<file path="src/rtl/lif_neuron_array.sv">
// lif_neuron_array: multi-channel leaky integrate-and-fire neurons.
// Each channel integrates its input current on top of a shift-leaked
// membrane, saturates at the full-scale value, fires a registered one-cycle
// spike when the shared threshold is reached and then stays silent for
// REFRAC time steps.
//
// Strobe semantics: there is no valid/ready handshake. 'step' is a
// time-step strobe; channel state only advances on clock edges where
// step=1. 'threshold' and 'current' are sampled on those same edges. All
// outputs come straight from registers, so there is no combinational path
// from any input to any output.
module lif_neuron_array #(
  parameter int N_CH       = 4,
  parameter int WIDTH      = 8,
  parameter int LEAK_SHIFT = 1,
  parameter int REFRAC     = 2
) (
  input  logic                    clk,
  input  logic                    reset,
  input  logic                    step,
  input  logic [N_CH*WIDTH-1:0]   current,
  input  logic [WIDTH-1:0]        threshold,
  output logic [N_CH*WIDTH-1:0]   state,
  output logic [N_CH-1:0]         spike,
  output logic [N_CH-1:0]         refractory
);

  // Refractory counter needs to hold REFRAC; keep at least one bit so the
  // REFRAC=0 build still has a legal (constantly zero) counter.
  localparam int CW = (REFRAC < 1) ? 1 : $clog2(REFRAC + 1);
  localparam logic [CW-1:0] CNT_LOAD = CW'(REFRAC);
  localparam logic [CW-1:0] CNT_ONE  = CW'(1);

  for (genvar i = 0; i < N_CH; i++) begin : g_ch
    logic [WIDTH-1:0] st_q;
    logic [WIDTH-1:0] st_d;
    logic [CW-1:0]    cnt_q;
    logic [CW-1:0]    cnt_d;
    logic             sp_q;
    logic             sp_d;
    logic             rf_q;
    logic [WIDTH:0]   acc_raw;
    logic [WIDTH-1:0] acc;

    // Next-state: leak + integrate with saturation, then refractory / fire / hold decision.
    always_comb begin
      acc_raw = {1'b0, current[i*WIDTH +: WIDTH]} + {1'b0, (st_q >> LEAK_SHIFT)};
      acc     = acc_raw[WIDTH] ? {WIDTH{1'b1}} : acc_raw[WIDTH-1:0];
      st_d    = st_q;
      cnt_d   = cnt_q;
      sp_d    = 1'b0;
      if (step) begin
        if (cnt_q != '0) begin
          // Silent period: input current is ignored entirely.
          st_d  = '0;
          cnt_d = cnt_q - CNT_ONE;
        end else if (acc >= threshold) begin
          st_d  = '0;
          sp_d  = 1'b1;
          cnt_d = CNT_LOAD;
        end else begin
          st_d  = acc;
        end
      end
    end

    // Channel registers; reset wins over step and cancels any refractory period.
    always_ff @(posedge clk) begin
      if (reset) begin
        st_q  <= '0;
        cnt_q <= '0;
        sp_q  <= 1'b0;
        rf_q  <= 1'b0;
      end else begin
        st_q  <= st_d;
        cnt_q <= cnt_d;
        sp_q  <= sp_d;
        rf_q  <= (cnt_d != '0);
      end
    end

    assign state[i*WIDTH +: WIDTH] = st_q;
    assign spike[i]                = sp_q;
    assign refractory[i]           = rf_q;
  end

endmodule

</file>
<file path="config.mk">
export PLATFORM = sky130hd
export DESIGN_NAME = lif_neuron_array
export DESIGN_NICKNAME = d
export VERILOG_FILES = /design/src/rtl/lif_neuron_array.sv
export SDC_FILE = /design/constraint.sdc
export NUM_CORES = 1
export LEC_CHECK = 0
export ABC_AREA = 1
export BUFFER_PORTS_ARGS = -buffer_cell sky130_fd_sc_hd__buf_2
export CAP_MARGIN = 20
export CORE_MARGIN = 1
export CORE_UTILIZATION = 62
export CTS_BUF_LIST = sky130_fd_sc_hd__clkbuf_4
export DETAILED_ROUTE_END_ITERATION = 7
export MAX_ROUTING_LAYER = met4
export PLACE_DENSITY = 0.86
export SKIP_LAST_GASP = 1
export SLEW_MARGIN = 20
export SYNTH_ARGS = -nofsm -noshare
export SYNTH_HDL_FRONTEND = slang
export SYNTH_SLANG_ARGS = --single-unit
</file>
<file path="constraint.sdc">
create_clock -name clk -period 4.05 [get_ports clk]
set_input_delay 0.2025 -clock clk [delete_from_list [all_inputs] [get_ports clk]]
set_output_delay 0.2025 -clock clk [all_outputs]
set_load 0.02 [all_outputs]
</file>
==> qor.csv <==
metric,value,unit
root buf cell,clkbuf_4,
post-route DRC violation count,4,
DIE AREA,0.00703,mm²
H-tree depth,2,
DRT iter0 DRCs,239,
clk_lat worst skew,0.36,ns
crit-path cells,"ha_1, fa_1, nand3_1, nand2_1, a21oi_2, nand3_1, ha_1, a21o_1, nor2_1, nand3_1, nor2_4, nand2_1, a21oi_1",
Routed Antenna Nets,0,
Worst path slowest cell,fa_1,
Fill cells,560,
post-DP HPWL,7770,µm
Worst Setup Slack post-DPL,1.13,ns
Max Buffers Root-to-Sink,2,
largest net degree at the start of global routing,38,
"Cell Area, Synth",0.00415,mm²
Crit Path Class,register to register,
CP Buf/Inv Count,0,
final WL,9870,µm
Final Hold Vio Count,0,
Crit path largest cell delay,0.41,ns
Yosys cell types,21,
clock tree from TritonCTS,done,
Area Growth Syn to Fin,11.4,%
worst endpoint data arrival time,3.29,ns
family with the most delay on the worst path,simple AND/OR/NAND/NOR gates,
Mapped Nets,753,
crit path max fanout,7,
final setup fails,0,
Hold WC Path Type,primary input to register,
vias in the first global route,3894,
first-pass GRT wire length,16600,µm
most frequent cells in the layout,"218 x nand2_1, 97 x inv_1, 82 x buf_2, 60 x ha_1, 52 x nand3_1",
"commonest non-fill, non-tap cell in the layout",nand2_1,
Setup Skew,0.0222,ns
final hold slack,0.224,ns
share of cells above drive strength 1,15.4,%
cell mode on critical path,nand3_1,
max cap viols,0,
status,finished with violations,
Die W,83.9,µm
clock sinks,48,
ant diodes,0,
Max Clock Freq,333,MHz
P_leak,2.76,nW
"area leader, netlist",dfxtp_1,
"FF+latch count, synth",48,
Die Height,83.9,µm
setup TNS,0,ns
Critical Path RT,4.34,ns
Rows,29,
Synth Instances,646,
Post CTS Setup Buffer Count,0,
CTS Hold Bufs,0,
Ports,83,
Tot GR Track Use,29.5,%
final worst slack,1.05,ns
Synth area leaders,"dfxtp_1 23%, nand2_1 20%, ha_1 18%",
failing checks,design-rule violations,
vias per cell,5.26,
sequential share of the synthesized area,23.1,%
"Power, Total",1.79,mW
1st-pass router iterations,7,
Synth Area per Inst,6.43,µm²
Max-slew headroom,55.0,%
PortBufs,82,
"Slew Viols, Final",0,
count of nets after finishing,826,
kind of start point of the critical path,register,
core area,0.00642,mm²
Yosys top cell area share,23.1,%
CP endpoint kind,register,
CTS resizes,0,
Starting Density,64.7,%
per-cell routed wire length,12.4,µm
total gr overflow,0,
Final Cycle Share,74.1,%
RD Place Congestion,0.909,
Pwr Density,386,mW/mm²
Tmin final,3.00,ns
Slew @ Worst Pin,0.675,ns
total number of vias,4191,
clock-pin slew on the worst setup and hold paths,0.15,ns
total number of yosys warnings,0,
RSZ-0062 raised after global routing,no,
peak supply drop,0.261,mV
initial antenna violation count,0,
CTS Buf Count,5,
## logic make-up after synthesis
| family | count (synthesis) | share of synthesized area, % |
|---|---|---|
| XOR/XNOR | 8 | 1.69 |
| buffers and inverters | 119 | 11.5 |
| flip-flops | 48 | 23.1 |
| AO/OA/AOI/OAI | 62 | 8.07 |
| adder cells (fa/ha/maj) | 64 | 20.0 |
| AND/OR/NAND/NOR | 345 | 35.6 |
## registers in the layout, indices dropped and copies added, names as in the netlist
| signal | cells |
|---|---|
| g_ch.rf_q | 4 |
| g_ch.st_q | 32 |
| g_ch.cnt_q | 8 |
| g_ch.sp_q | 4 |
## worst register-to-register path, cell delays in order, from the launching register on
cell and delay, ns:
dfxtp_1 0.36, ha_1 0.21, fa_1 0.41, nand3_1 0.11, nand2_1 0.12, a21oi_2 0.30, nand3_1 0.18, ha_1 0.32
a21o_1 0.18, nor2_1 0.15, nand3_1 0.17, nor2_4 0.21, nand2_1 0.07, a21oi_1 0.15
## per-stage QoR
step,instance area (µm²),utilization (%),instances
final,4630,72.0,797
after global routing,4630,72.0,797
after CTS,4630,72.0,797
after detailed placement,4570,71.2,789
after global placement,4570,71.2,789
after floorplan,4150,-,646
## final timing paths
| check | start | endpoint | slack (ns) | depth (start not counted) |
|---|---|---|---|---|
| max | g_ch[2].st_q[1]$_SDFFE_PP0P_ | g_ch[2].st_q[4]$_SDFFE_PP0P_ | 1.05 | 13 |
| min | step | g_ch[1].st_q[0]$_SDFFE_PP0P_ | 0.22 | 4 |
| max reg2reg | g_ch[2].st_q[1]$_SDFFE_PP0P_ | g_ch[2].st_q[4]$_SDFFE_PP0P_ | 1.05 | 13 |
| min reg2reg | g_ch[2].st_q[5]$_SDFFE_PP0P_ | g_ch[2].st_q[5]$_SDFFE_PP0P_ | 0.49 | 2 |
## cells in the mapped netlist (all sizes together)
library cell and number:
xnor2 4, ha 60, o21ai 8, buf 9, xor2 4, nand3 52
nand4 10, dfxtp 48, nand2 218, a21oi 50, a21o 4, nor2 57
or2 4, fa 4, inv 103, nand3b 4, clkbuf 7
## where the power goes
part	switching [mW]	internal (mW)
logic	0.604	0.358
clock network	0.161	0.0658
registers	0.0559	0.542
## routing by layer
metal,vias to the layer above,wire length (µm),track usage [%]
li1,2183,-,-
met1,1877,4490,37.2
met2,120,4770,49.5
met3,11,519,3.96
met4,0,95,7.99
met5,-,0,-
## area by class of cell
cell class | instances | area (µm²) | area share (%)
Inverter | 103 | 387 | 8.36
Tap cell | 77 | 96.3 | 2.08
Multi-Input combinational cell | 479 | 2720 | 58.7
Sequential cell | 48 | 961 | 20.8
Clock buffer | 5 | 37.5 | 0.811
Clock inverter | 3 | 18.8 | 0.406
Timing Repair Buffer | 82 | 410 | 8.87
Note: power is estimated with default switching activity, not from simulation.
